File: config.mk
export PLATFORM = sky130hd
export DESIGN_NAME = led_pattern_engine
export DESIGN_NICKNAME = d
export VERILOG_FILES = /design/src/rtl/led_pattern_engine.sv
export SDC_FILE = /design/constraint.sdc
export NUM_CORES = 1
export LEC_CHECK = 0
export BUFFER_PORTS_ARGS = -buffer_cell sky130_fd_sc_hd__buf_2
export CORE_UTILIZATION = 43
export DETAILED_ROUTE_END_ITERATION = 10
export HOLD_SLACK_MARGIN = 0.05
export PLACE_DENSITY = 0.65
export SYNTH_ARGS = -nofsm -noshare
export SYNTH_HDL_FRONTEND = slang
export SYNTH_SLANG_ARGS = --single-unit
File: constraint.sdc
create_clock -name clock -period 1.6 [get_ports clock]
set_clock_uncertainty 0.1 [all_clocks]
set_input_delay 0.16 -clock clock [delete_from_list [all_inputs] [get_ports clock]]
set_output_delay 0.16 -clock clock [all_outputs]
set_load 0.03 [all_outputs]
File: src/rtl/led_pattern_engine.sv
// Multi-mode LED pattern engine: bounce, rotate up/down and bar-graph bounce, stepped by a prescaler.
// Optional PWM brightness control is compiled in with LED_PATTERN_BRIGHTNESS_EN.
module led_pattern_engine #(
  parameter int CLOCK_FREQUENCY = 27000000,
  parameter int LED_COUNT       = 6,
  parameter int STEP_DELAY      = 1000,
  parameter int ACTIVE_LOW      = 1,
  localparam int POS_W          = (LED_COUNT > 1) ? $clog2(LED_COUNT) : 1
) (
  input  logic                 clock,
  input  logic                 reset,
  input  logic                 enable,
  input  logic [1:0]           mode,
`ifdef LED_PATTERN_BRIGHTNESS_EN
  input  logic [3:0]           brightness,
`endif
  output logic [LED_COUNT-1:0] leds,
  output logic                 step,
  output logic [POS_W-1:0]     position
);

  localparam int PRESC_W = (STEP_DELAY > 1) ? $clog2(STEP_DELAY) : 1;
  localparam logic [PRESC_W-1:0] PRESC_LAST = PRESC_W'(STEP_DELAY - 1);
  localparam logic [PRESC_W-1:0] PRESC_INC  = PRESC_W'(1);
  localparam logic [POS_W-1:0]   POS_LAST   = POS_W'(LED_COUNT - 1);
  localparam logic [POS_W-1:0]   POS_PENULT = POS_W'((LED_COUNT > 1) ? LED_COUNT - 2 : 0);
  localparam logic [POS_W-1:0]   POS_ONE    = POS_W'((LED_COUNT > 1) ? 1 : 0);
  localparam logic [POS_W-1:0]   POS_INC    = POS_W'(1);

  if (LED_COUNT < 1 || LED_COUNT > 32) begin : g_bad_led_count
    $error("LED_COUNT must be in 1..32");
  end
  if (STEP_DELAY < 1 || STEP_DELAY > (1 << 24)) begin : g_bad_step_delay
    $error("STEP_DELAY must be in 1..2^24");
  end
  if (CLOCK_FREQUENCY < 1) begin : g_bad_clock_frequency
    $error("CLOCK_FREQUENCY must be positive");
  end

  typedef enum logic [1:0] {
    MODE_BOUNCE   = 2'd0,
    MODE_ROT_UP   = 2'd1,
    MODE_ROT_DOWN = 2'd2,
    MODE_BAR      = 2'd3
  } mode_t;

  typedef enum logic {
    DIR_DOWN = 1'b0,
    DIR_UP   = 1'b1
  } dir_t;

  logic [POS_W-1:0]   pos_reg,    pos_next,   pos_step;
  dir_t               dir_reg,    dir_next,   dir_step;
  logic [PRESC_W-1:0] presc_reg,  presc_next;
  mode_t              mode_q_reg, mode_q_next;
  logic               step_reg,   step_next;

  always_ff @(posedge clock) begin
    if (reset) begin
      pos_reg    <= '0;
      dir_reg    <= DIR_UP;
      presc_reg  <= '0;
      mode_q_reg <= mode_t'(mode);
      step_reg   <= 1'b0;
    end else begin
      pos_reg    <= pos_next;
      dir_reg    <= dir_next;
      presc_reg  <= presc_next;
      mode_q_reg <= mode_q_next;
      step_reg   <= step_next;
    end
  end

  // Candidate position/direction if a step were taken this cycle.
  always_comb begin
    pos_step = pos_reg;
    dir_step = dir_reg;
    case (mode_q_reg)
      MODE_ROT_UP:   pos_step = (pos_reg == POS_LAST) ? '0 : pos_reg + POS_INC;
      MODE_ROT_DOWN: pos_step = (pos_reg == '0) ? POS_LAST : pos_reg - POS_INC;
      default: begin
        if (dir_reg == DIR_UP) begin
          if (pos_reg == POS_LAST) begin
            dir_step = DIR_DOWN;
            pos_step = POS_PENULT;
          end else begin
            pos_step = pos_reg + POS_INC;
          end
        end else if (pos_reg == '0) begin
          dir_step = DIR_UP;
          pos_step = POS_ONE;
        end else begin
          pos_step = pos_reg - POS_INC;
        end
      end
    endcase
    // A single LED has nowhere to move; keep the direction pinned upward.
    if (LED_COUNT == 1) begin
      pos_step = '0;
      dir_step = DIR_UP;
    end
  end

  always_comb begin
    pos_next    = pos_reg;
    dir_next    = dir_reg;
    presc_next  = presc_reg;
    mode_q_next = mode_q_reg;
    step_next   = 1'b0;
    if (mode_t'(mode) != mode_q_reg) begin
      // Mode change restarts the pattern and overrides a coincident step.
      mode_q_next = mode_t'(mode);
      pos_next    = '0;
      dir_next    = DIR_UP;
      presc_next  = '0;
    end else if (enable) begin
      if (presc_reg == PRESC_LAST) begin
        presc_next = '0;
        step_next  = 1'b1;
        pos_next   = pos_step;
        dir_next   = dir_step;
      end else begin
        presc_next = presc_reg + PRESC_INC;
      end
    end
  end

  logic [LED_COUNT-1:0] pattern;
  logic [LED_COUNT-1:0] lit;

  for (genvar gi = 0; gi < LED_COUNT; gi++) begin : g_pattern
    localparam logic [POS_W-1:0] IDX = POS_W'(gi);
    assign pattern[gi] = (mode_q_reg == MODE_BAR) ? (IDX <= pos_reg) : (IDX == pos_reg);
  end

`ifdef LED_PATTERN_BRIGHTNESS_EN
  logic [3:0] pwm_cnt_reg;

  always_ff @(posedge clock) begin
    if (reset) begin
      pwm_cnt_reg <= 4'd0;
    end else begin
      pwm_cnt_reg <= pwm_cnt_reg + 4'd1;
    end
  end

  assign lit = pattern & {LED_COUNT{pwm_cnt_reg < brightness}};
`else
  assign lit = pattern;
`endif

  assign leds     = (ACTIVE_LOW != 0) ? ~lit : lit;
  assign step     = step_reg;
  assign position = pos_reg;

endmodule

# Word-level counts from Yosys, hierarchy flattened
# Cells that the tools add are included.
# Widths: inputs -> output; s select.
[totals]
ff_bits = 17
in_bits = 5
out_inout_bits = 10
elab_cells = 54
[classes]
n_addsub = 3
n_lt_le_gt_ge = 6
n_eq_ne = 11
n_mux = 19
bitwise = 3
reduce_logical = 7
[ops]
columns = ["operator", "n"]
rows = [
  ["$mux 3", 5],
  ["$add 10x1->10 const B", 1],
  ["$eq 10x10->1 const B", 1],
  ["$mux 1", 10],
  ["$mux 10", 1],
  ["$eq 2x3->1 const A", 2],
  ["$eq 3x3->1 const A", 2],
  ["$le 1x3->1 const A", 2],
  ["$le 2x3->1 const A", 2],
  ["$le 3x3->1 const A", 2],
  ["$not 6->6", 1],
  ["$pmux 3 s2", 1],
  ["$eq 2x2->1 const B", 2],
  ["$mux 2", 2],
  ["$reduce_or 2->1", 2],
  ["$add 3x1->3 const B", 1],
  ["$eq 1x3->1 const A", 1],
  ["$eq 3x3->1 const B", 1],
  ["$logic_not 3->1", 1],
  ["$reduce_and 3->1", 1],
  ["$reduce_or 3->1", 1],
  ["$sub 3x1->3 const B", 1],
  ["$eq 2x1->1 const B", 1],
  ["$ne 2x2->1", 1],
  ["other kinds (3)", 4],
]

# Longest topological paths before layout
# Gate-level depths: netlist of the first run.
[depth]
ltp_word = 4
mapped_depth = 6
depth_no_buf = 6

# Worst setup path before layout of the first run
# OpenSTA, ideal clock, no wires.
[synth_path]
kind = "register to output"
from = "reg pos_reg[0] (netlist: position[0])"
to = "out leds[4]"
arrival_ps = 1791
t_required_ps = 1340
path_slack_ps = -451
path_stages_with_launch = 4
path_buffers = 0
path_cell_list = "dfxtp_1 > inv_1 > ha_1 > o21ai_0"
[synth_via]
elab_chain_cells = 3
elab_cells_between_ends = 4
cone_classes = "order compare (1); eq/ne (1); mux (1); bitwise (1)"
[synth_lines]
columns = ["item", "line_no", "source"]
rows = [
  ["start: declaration", "52", "logic [POS_W-1:0] pos_reg, pos_next, pos_step;"],
  ["start signal: assignment", "66", "pos_reg <= pos_next;"],
  ["$le 3x3->1 or $eq 3x3->1 (tied branches)", "133", "assign pattern[gi] = (mode_q_reg == MODE_BAR) ? (IDX <= pos_reg) : (IDX == pos_reg);"],
  ["$mux 1 *", "133", ""],
  ["$not 6->6 *", "152", "assign leds = (ACTIVE_LOW != 0) ? ~lit : lit;"],
  ["end: declaration", "17", "output logic [LED_COUNT-1:0] leds,"],
]
# Mark *: on every way between the ends. The rest lies on a longest branch, timed or not.

# Final worst setup path of the first run
[layout_path]
from = "reg mode_q_reg[0]"
to = "out leds[0]"
[layout_via]
elab_chain_cells = 3
[layout_lines]
columns = ["item", "line_no", "source"]
rows = [
  ["start: declaration", "55", "mode_t mode_q_reg, mode_q_next;"],
  ["start signal: assignment", "63", "mode_q_reg <= mode_t'(mode);"],
  ["start signal: assignment", "69", "mode_q_reg <= mode_q_next;"],
  ["$eq 2x2->1", "133", ""],
  ["$mux 1", "133", ""],
  ["$not 6->6", "152", ""],
]
# Every way passes these cells.

==> out/qor.yml, run 1 <==
p_comb_frac: 0.166
start_kind: "register"
setup_viol: 8
leakage_uw: 0.000598
finalNonFillerCells: 183
syn_area_per_cell_um2: 9.06
grt_overflow: 0
rsz0062_at_grt: "yes"
drt-wirelength-per-cell_um: 13.7
io_buffers: 14
pin_count: 15
grt_max_degree: 13
grt_antenna_before_repair: 0
final_common_cell: "buf_4"
syn-cell-area_mm2: 0.00108
drt-vias-per-instance: 5.31
firstDrtPassIters: 3
crit_type: "reg -> out"
grt_use_met2: 0.357
top_usage_layer: "met2"
worst_slack_ns: -0.104
fillCellCount: 188
yosysWarnings: 0
p_sw_uw: 200
intPower_uw: 594
tightest_slew_ns: 0.271
synth_top_area_share: 0.278
crit_path_top_delay_cell: "edfxtp_1"
wirelength_mm: 2.51
ant_nets: 0
initial_core_util: 0.469
clock_latency_ns: 0.29
place.gp.congestion: 0.829
areaGrowthSynthToFinish_pct: 46.6
clock_path_buffers: 2
cts_tree: "built"
synth.distinct_cells: 41
final_max_slew_viol_count: 0
antennaDiodeCount: 0
cp.buffers_inverters: 2
core_area_mm2: 0.00230
reg2reg_slack_ns: -0.04
finalHoldViolations: 0
mostFrequentLayoutCells: "13 x buf_4, 12 x dfxtp_1, 10 x nor2_1"
switching_share: 0.252
clkSinkCount: 17
seq_power_share: 0.552
holdCritPathClass: "in -> reg"
arrival_ns: 1.44
cp.required_ns: 1.34
largest_register_ffs: 10
drive_gt1_frac: 0.477
grtUsageMet1: 0.198
grt_pass1_vias: 918
synth_area_leader_cell: "dfxtp_1"
power.density_mw_per_mm2: 502
grt_pass1_wl_mm: 3.78
power.total_uw: 794
cp_cell_sequence: "buf_6 > ha_4 > o31a_1 > a21oi_2 > buf_6"
dieArea_mm2: 0.00271
hpwl_mm: 1.58
first_iter_violations: 9
max_freq_mhz: 587
cts_made_buffers: 3
status: "finished with violations"
cts_max_level: 1
synthesis.nets: 133
vias: 971
irDropWorstVdd_v: 0.000468
placedCellCount: 168
cts_root_buf: "clkbuf_4"
period_minus_slack_ns: 1.70
nets: 170
clkTransAtPathRegs_ns: 0.09
p_clk_frac: 0.282
die_width_um: 52.1
track_usage: 0.185
synth-seq-cells: 17
maxSlewHeadroom: 0.814
violations: "setup timing"
max_cap_violations: 0
synthCells: 119
slowest_delay_ns: 0.43
yosys-top-cells-area: "dfxtp_1 28%, ha_1 10%, edfxtp_1 5.6%"
drc_errors: 0
crit_path_end_kind: "primary output"
fp.dieH_um: 52.1
crit_top_cell: "buf_6"
use_met3: 0.0205
min_period_over_period: 1.07
crit_fanout: 5
crit_family: "flip-flops"
rows: 17
yosysSeqAreaShare: 0.334
## power groups by stage
stage               combinational [µW]  clock (µW)  sequential [µW]
floorplan                         53.1           0              454
global placement                  88.5           0              451
detailed placement                90.1           0              451
CTS                                104         229              440
global route                       142         246              439
finish                             132         224              438
## final timing paths
path | from | end | depth (start not counted)
hold reg to reg | position[1] | position[1] | 2
setup / recovery | mode_q_reg[0] | leds[0] | 5
setup reg to reg | position[0] | position[2] | 7
hold / removal | reset | position[0] | 4
## worst reg2reg max path: cells and delay by family, from the launching register on
| kind | cells | cell delay (ns) |
|---|---|---|
| buf+inv | 3 | 0.41 |
| compound gates | 2 | 0.34 |
| fa+ha+maj | 1 | 0.17 |
| flops | 1 | 0.38 |
| simple gates | 1 | 0.13 |
## routing by layer
layer  vias up  wire (µm)
met5         -          0
met4         0         46
met3         6         51
met2        15       1360
met1       458       1050
li1        492          -
## Yosys cell counts, drive strengths merged
cell type,count
nand2,10
a21oi,7
dfxtp,15
nor2,14
and3,2
a31oi,1
nor3b,3
nor3,4
nand2b,3
buf,1
o31a,1
o21ai,6
nand3b,2
nand4,3
and4,1
and2,1
nor2b,2
inv,7
nor4,1
o311ai,2
ha,9
xor2,6
o21a,1
mux2i,1
a22oi,1
xnor2,6
nand3,4
a211oi,2
o221ai,1
edfxtp,2
## through the flow
| step | utilization | TNS (ns) | instance area (µm²) | setup WS (ns) | hold slack [ns] |
|---|---|---|---|---|---|
| floorplan | - | -0.0449 | 1100 | -0.0445 | 0.159 |
| global placement | 0.547 | 0 | 1260 | 0.0375 | 0.260 |
| detailed placement | 0.547 | -0.000107 | 1260 | -0.000107 | 0.265 |
| CTS | 0.620 | -0.247 | 1430 | -0.0873 | 0.120 |
| global route | 0.688 | -1.44 | 1580 | -0.159 | 0.101 |
| finish | 0.688 | -0.462 | 1580 | -0.104 | 0.106 |
## timing repair
item,CTS,global route
hold buffers,2,0
pin swaps,4,18
endpoints found under the setup margin,7,19
buffers inserted,4,5
endpoints found under the hold margin,2,0
resized for setup,24,25
## cell type report
class	count	area (µm²)	area share
repair buffers	33	279	0.176
inverters	7	30.0	0.0190
multi-input cells	94	842	0.532
well taps	28	35.0	0.0222
flip-flops and latches	17	369	0.233
clock buffers	4	26.3	0.0166
## cell families (layout without fill, tap and decap cells)
kind of cell | count (synthesis) | count (layout) | synth area share
and+or+nand+nor | 50 | 50 | 0.291
xor gates and xnor gates | 12 | 12 | 0.0974
buffers and inverters | 8 | 44 | 0.0290
DFF | 17 | 17 | 0.334
muxes | 1 | 1 | 0.00928
AOI/OAI and AO/OA | 22 | 22 | 0.135
adders and majority gates | 9 | 9 | 0.104
Note: power is estimated with default switching activity, not from simulation.
==> run 2, diff against run 1 <==
--- a/config.mk
+++ b/config.mk
@@ -6,10 +6,11 @@
 export NUM_CORES = 1
 export LEC_CHECK = 0
 export BUFFER_PORTS_ARGS = -buffer_cell sky130_fd_sc_hd__buf_2
-export CORE_UTILIZATION = 43
+export CAP_MARGIN = 10
+export CORE_UTILIZATION = 48
 export DETAILED_ROUTE_END_ITERATION = 10
 export HOLD_SLACK_MARGIN = 0.05
-export PLACE_DENSITY = 0.65
+export PLACE_DENSITY = 0.71
 export SYNTH_ARGS = -nofsm -noshare
 export SYNTH_HDL_FRONTEND = slang
 export SYNTH_SLANG_ARGS = --single-unit
==> run 2 against run 1 <==
Effect of this change:
- the flow still finishes with violations (setup timing)
- count of clock-buffer cells in the layout is the same
- setup slack gained 0.0073 ns
- sequential power barely moved
- critical path depth is the same
- total power is 1.2% lower
- largest cell class unchanged
- highest routed layer unchanged
==> out/qor.yml, run 2 (synthesis gave the netlist of run 1 again) <==
status: "finished with violations"  # unchanged
violations: "setup timing"  # unchanged
first_iter_violations: 14  # was 9
mostFrequentLayoutCells: "13 x nor2_1, 12 x dfxtp_1, 10 x buf_4"  # was 13 x buf_4, 12 x dfxtp_1, 10 x nor2_1
fin_util: 0.700  # was 0.688
clkTransAtPathRegs_ns: 0.09  # about the same
areaGrowthSynthToFinish_pct: 32.6  # was 46.6%
cts_tree: "built"  # unchanged
max_cap_violations: 0  # unchanged
finalHoldViolations: 0  # unchanged
placed_area_mm2: 0.00126  # about the same
track_usage: 0.212  # was 0.185
leakage_uw: 0.000547  # was 0.000598 µW
tightest_slew_ns: 0.291  # was 0.271 ns
drive_gt1_frac: 0.389  # was 0.477
crit_fanout: 5  # unchanged
rows: 16  # was 17
max_freq_mhz: 589  # was 587 MHz
hpwl_mm: 1.67  # was 1.58 mm
firstDrtPassIters: 4  # was 3
whs_ns: 0.106  # about the same
nets: 164  # was 170
start_kind: "register"  # unchanged
min_period_over_period: 1.06  # was 1.07
wirelength_mm: 2.37  # was 2.51 mm
maxSlewHeadroom: 0.803  # was 0.814
final.setup.tns_ns: -0.713  # was -0.462 ns
rsz0062_at_grt: "yes"  # unchanged
reg2reg_slack_ns: -0.08  # was -0.04 ns
cts_made_buffers: 3  # unchanged
grt_max_degree: 13  # unchanged
initial_core_util: 0.528  # was 0.469
die_width_um: 49.4  # was 52.1 µm
dieArea_mm2: 0.00244  # was 0.00271 mm²
core_area_mm2: 0.00204  # was 0.00230 mm²
fillCellCount: 172  # was 188
cp.required_ns: 1.34  # about the same
grt_overflow: 0  # unchanged
cts_max_level: 1  # unchanged
power.density_mw_per_mm2: 548  # was 502 mW/mm²
grt_pass1_vias: 946  # was 918
ant_nets: 0  # unchanged
clkSinkCount: 17  # unchanged
clock_latency_ns: 0.28  # was 0.29 ns
pin_count: 15  # unchanged
holdCritPathClass: "in -> reg"  # unchanged
fp.dieH_um: 49.4  # was 52.1 µm
irDropWorstVdd_v: 0.000498  # was 0.000468 V
largest_register_ffs: 10  # unchanged
antennaDiodeCount: 0  # unchanged
crit_path_end_kind: "primary output"  # unchanged
place.gp.congestion: 0.828  # was 0.829
clock_path_buffers: 2  # unchanged
drt-wirelength-per-cell_um: 13.5  # was 13.7 µm
vias: 929  # was 971
design_area_mm2: 0.00143  # was 0.00158 mm²
worst_slack_ns: -0.0969  # was -0.104 ns
period_minus_slack_ns: 1.70  # about the same
io_buffers: 14  # unchanged
arrival_ns: 1.44  # about the same
drc_errors: 0  # unchanged
setup_viol: 18  # was 8
cts_root_buf: "clkbuf_4"  # unchanged
crit_type: "reg -> out"  # unchanged
final_max_slew_viol_count: 0  # unchanged
drt-vias-per-instance: 5.28  # was 5.31
final_common_cell: "nor2_1"  # was buf_4
grt_pass1_wl_mm: 3.97  # was 3.78 mm
grt_antenna_before_repair: 0  # unchanged
==> run 2: final cells by class <==
class	instances	area, µm²	share of cell area
Tap cell	27	33.8	0.0236
Timing Repair Buffer	27	214	0.150
Sequential cell	17	372	0.260
Clock buffer	4	26.3	0.0184
Multi-Input combinational cell	94	758	0.530
Inverter	7	26.3	0.0184
==> run 2: path summary, 6_finish.rpt <==
path	from	end	cells past startpoint
worst max register to register	mode_q_reg[1]	position[1]	7
worst min-delay path	reset	position[0]	4
worst min register to register	position[0]	position[0]	2
worst max-delay path	mode_q_reg[1]	leds[1]	5
==> run 2: metal layers <==
layer | part of all wire | global-route usage
met5 | 0 | 0
met2 | 0.52 | 0.390
met3 | 0.025 | 0.0312
met1 | 0.42 | 0.238
met4 | 0.032 | 0.0952
==> run 2: power breakdown <==
part           switching, µW  total (µW)  internal [µW]
clock network            125         222           96.8
logic                   60.8         125           64.3
registers               4.97         438            433
==> run 2: timing repair <==
| action | in CTS | in global routing |
|---|---|---|
| hold endpoints to repair | 2 | 0 |
| setup endpoints to repair | 6 | 9 |
| pin swaps | 2 | 12 |
| setup buffers | 2 | 1 |
| resized for setup | 21 | 8 |
| hold buffers | 2 | 0 |
==> run 2: worst max-delay path, stage by stage, from the launching register on <==
cell      delay, ns
edfxtp_1       0.43
buf_6          0.15
ha_4           0.17
o31a_1         0.13
a21oi_2        0.13
buf_6          0.14
==> run 2: metrics by stage <==
step           instances  worst slack, ns  total power [µW]
2_1_floorplan        119          -0.0445               507
3_3_place_gp         167           0.0555               541
3_5_place_dp         167           0.0286               545
4_1_cts              175          -0.0858               782
5_1_grt              176           -0.154               816
6_report             176          -0.0969               784
==> run 3, diff against run 2 <==
==> config.mk (replaced) <==
export PLATFORM = sky130hd
export DESIGN_NAME = led_pattern_engine
export DESIGN_NICKNAME = d
export VERILOG_FILES = /design/src/rtl/led_pattern_engine.sv
export SDC_FILE = /design/constraint.sdc
export NUM_CORES = 1
export LEC_CHECK = 0
export BUFFER_PORTS_ARGS = -buffer_cell sky130_fd_sc_hd__buf_4
export CAP_MARGIN = 10
export CORE_UTILIZATION = 47
export DETAILED_ROUTE_END_ITERATION = 10
export HOLD_SLACK_MARGIN = 0.05
export PLACE_DENSITY = 0.7
export SYNTH_ARGS = -nofsm -noshare
export SYNTH_HDL_FRONTEND = slang
export SYNTH_SLANG_ARGS = --single-unit
==> run 3 against run 2 <==
Effect of this change:
- cell count increased by 3.4%
- first-iteration DRC count did not move
- the flow still finishes with violations (setup timing)
- largest power group unchanged
- critical path type unchanged
- die area up 2.1%
- register-to-register slack better by 0.03 ns
- combinational power up 31%
- highest routed layer unchanged
==> out/qor.yml, run 3 (synthesis gave the netlist of run 1 again) <==
cts_tree: "built"  # unchanged
cts_max_level: 1  # unchanged
max_freq_mhz: 590  # was 589 MHz
grtUsageMet1: 0.263  # was 0.238
cts_root_buf: "clkbuf_4"  # unchanged
antennaDiodeCount: 0  # unchanged
dp_slack_ns: 0.0292  # was 0.0286 ns
clkTransAtPathRegs_ns: 0.09  # about the same
dieArea_mm2: 0.00249  # was 0.00244 mm²
first_iter_violations: 14  # unchanged
place.gp.congestion: 0.842  # was 0.828
grt_pass1_vias: 875  # was 946
firstDrtPassIters: 4  # unchanged
crit_path_end_kind: "primary output"  # unchanged
final_common_cell: "buf_4"  # was nor2_1
pin_count: 15  # unchanged
ant_nets: 0  # unchanged
period_minus_slack_ns: 1.70  # about the same
status: "finished with violations"  # unchanged
violations: "setup timing"  # unchanged
drive_gt1_frac: 0.497  # was 0.389
p_clk_frac: 0.274  # was 0.283
core_area_mm2: 0.00206  # was 0.00204 mm²
power.density_mw_per_mm2: 523  # was 548 mW/mm²
clock_path_buffers: 2  # unchanged
intPower_uw: 623  # was 594 µW
drc_errors: 0  # unchanged
mostFrequentLayoutCells: "21 x buf_4, 11 x dfxtp_1, 10 x buf_6"  # was 13 x nor2_1, 12 x dfxtp_1, 10 x buf_4
max_cap_violations: 0  # unchanged
irDropWorstVdd_v: 0.000481  # was 0.000498 V
hpwl_mm: 1.74  # was 1.67 mm
finalHoldViolations: 0  # unchanged
crit_type: "reg -> out"  # unchanged
drt-wirelength-per-cell_um: 14.5  # was 13.5 µm
switching_share: 0.252  # was 0.243
min_period_over_period: 1.06  # about the same
grt_pass1_wl_mm: 3.95  # was 3.97 mm
crit_fanout: 5  # unchanged
p_sw_uw: 210  # was 191 µW
fin_util: 0.772  # was 0.700
grt_antenna_before_repair: 0  # unchanged
maxSlewHeadroom: 0.755  # was 0.803
rsz0062_at_grt: "yes"  # unchanged
use_met3: 0.0370  # was 0.0312
start_kind: "register"  # unchanged
track_usage: 0.206  # was 0.212
cp.required_ns: 1.34  # about the same
setup_viol: 7  # was 18
vias: 975  # was 929
tightest_slew_ns: 0.366  # was 0.291 ns
fillCellCount: 147  # was 172
fp.dieH_um: 49.9  # was 49.4 µm
largest_register_ffs: 10  # unchanged
holdCritPathClass: "in -> reg"  # unchanged
final_max_slew_viol_count: 0  # unchanged
nets: 170  # was 164
clock_latency_ns: 0.28  # about the same
clkSinkCount: 17  # unchanged
drt-vias-per-instance: 5.36  # was 5.28
grt_max_degree: 12  # was 13
seq_power_share: 0.530  # was 0.558
p_comb_frac: 0.196  # was 0.159
grt_use_met2: 0.365  # was 0.390
worst_slack_ns: -0.0960  # was -0.0969 ns
leakage_uw: 0.000597  # was 0.000547 µW
arrival_ns: 1.44  # about the same
grt_overflow: 0  # unchanged
cts_made_buffers: 3  # unchanged
io_buffers: 14  # unchanged
top_usage_layer: "met2"  # unchanged
areaGrowthSynthToFinish_pct: 47.7  # was 32.6%
rows: 16  # unchanged
initial_core_util: 0.523  # was 0.528
power.total_uw: 833  # was 784 µW
wirelength_mm: 2.64  # was 2.37 mm
die_width_um: 49.9  # was 49.4 µm
[run 3: final timing paths]
check / start / slack, ns / to / cells after the start
worst min register to register: presc_reg[9] / 0.48 / presc_reg[9] / 2
worst max register to register: mode_q_reg[1] / -0.05 / position[1] / 7
worst max-delay path: mode_q_reg[0] / -0.1 / leds[1] / 5
worst min-delay path: enable / 0.11 / presc_reg[0] / 3
[run 3: what timing repair did]
| item | 4_1_cts | 5_1_grt |
|---|---|---|
| hold endpoints to repair | 2 | 0 |
| hold buffers | 2 | 0 |
| gates resized for setup | 18 | 28 |
| setup buffers | 4 | 5 |
| endpoints found under the setup margin | 6 | 19 |
| pin swaps | 4 | 16 |
[run 3: final cells by class]
| type | instances | area [µm²] | share of cell area |
|---|---|---|---|
| sequential | 17 | 368 | 0.231 |
| timing repair buffer | 33 | 290 | 0.182 |
| multi-input combinational | 94 | 848 | 0.533 |
| clock buffer | 4 | 26.3 | 0.0165 |
| inverter | 7 | 26.3 | 0.0165 |
| tap | 27 | 33.8 | 0.0212 |
[run 3: per-stage QoR]
step | hold slack (ns) | setup TNS (ns) | area (µm²) | cells
global placement | 0.258 | 0 | 1290 | 167
global route | 0.103 | -0.975 | 1590 | 182
detailed placement | 0.259 | 0 | 1290 | 167
CTS | 0.0693 | -0.191 | 1430 | 177
floorplan | 0.159 | -0.0449 | 1100 | 119
finish | 0.108 | -0.347 | 1590 | 182
[run 3: power by group through the flow]
stage	registers, µW	clock network, µW	logic [µW]
floorplan	454	0	53.1
global placement	451	0	92.3
CTS	443	231	125
global route	442	256	177
detailed placement	452	0	95.1
finish	442	228	164
[run 3: metal layers]
layer	share of wire	routed length (µm)	vias up
met2	0.54	1420	21
met5	0	0	-
met1	0.44	1150	463
li1	-	-	489
met3	0.023	60	2
met4	0.0015	4	0
[run 3: worst max-delay path, cell delays in order (launching register included)]
cell,delay (ns)
edfxtp_1,0.42
buf_6,0.15
ha_4,0.17
o31a_1,0.14
a21oi_2,0.14
buf_6,0.14
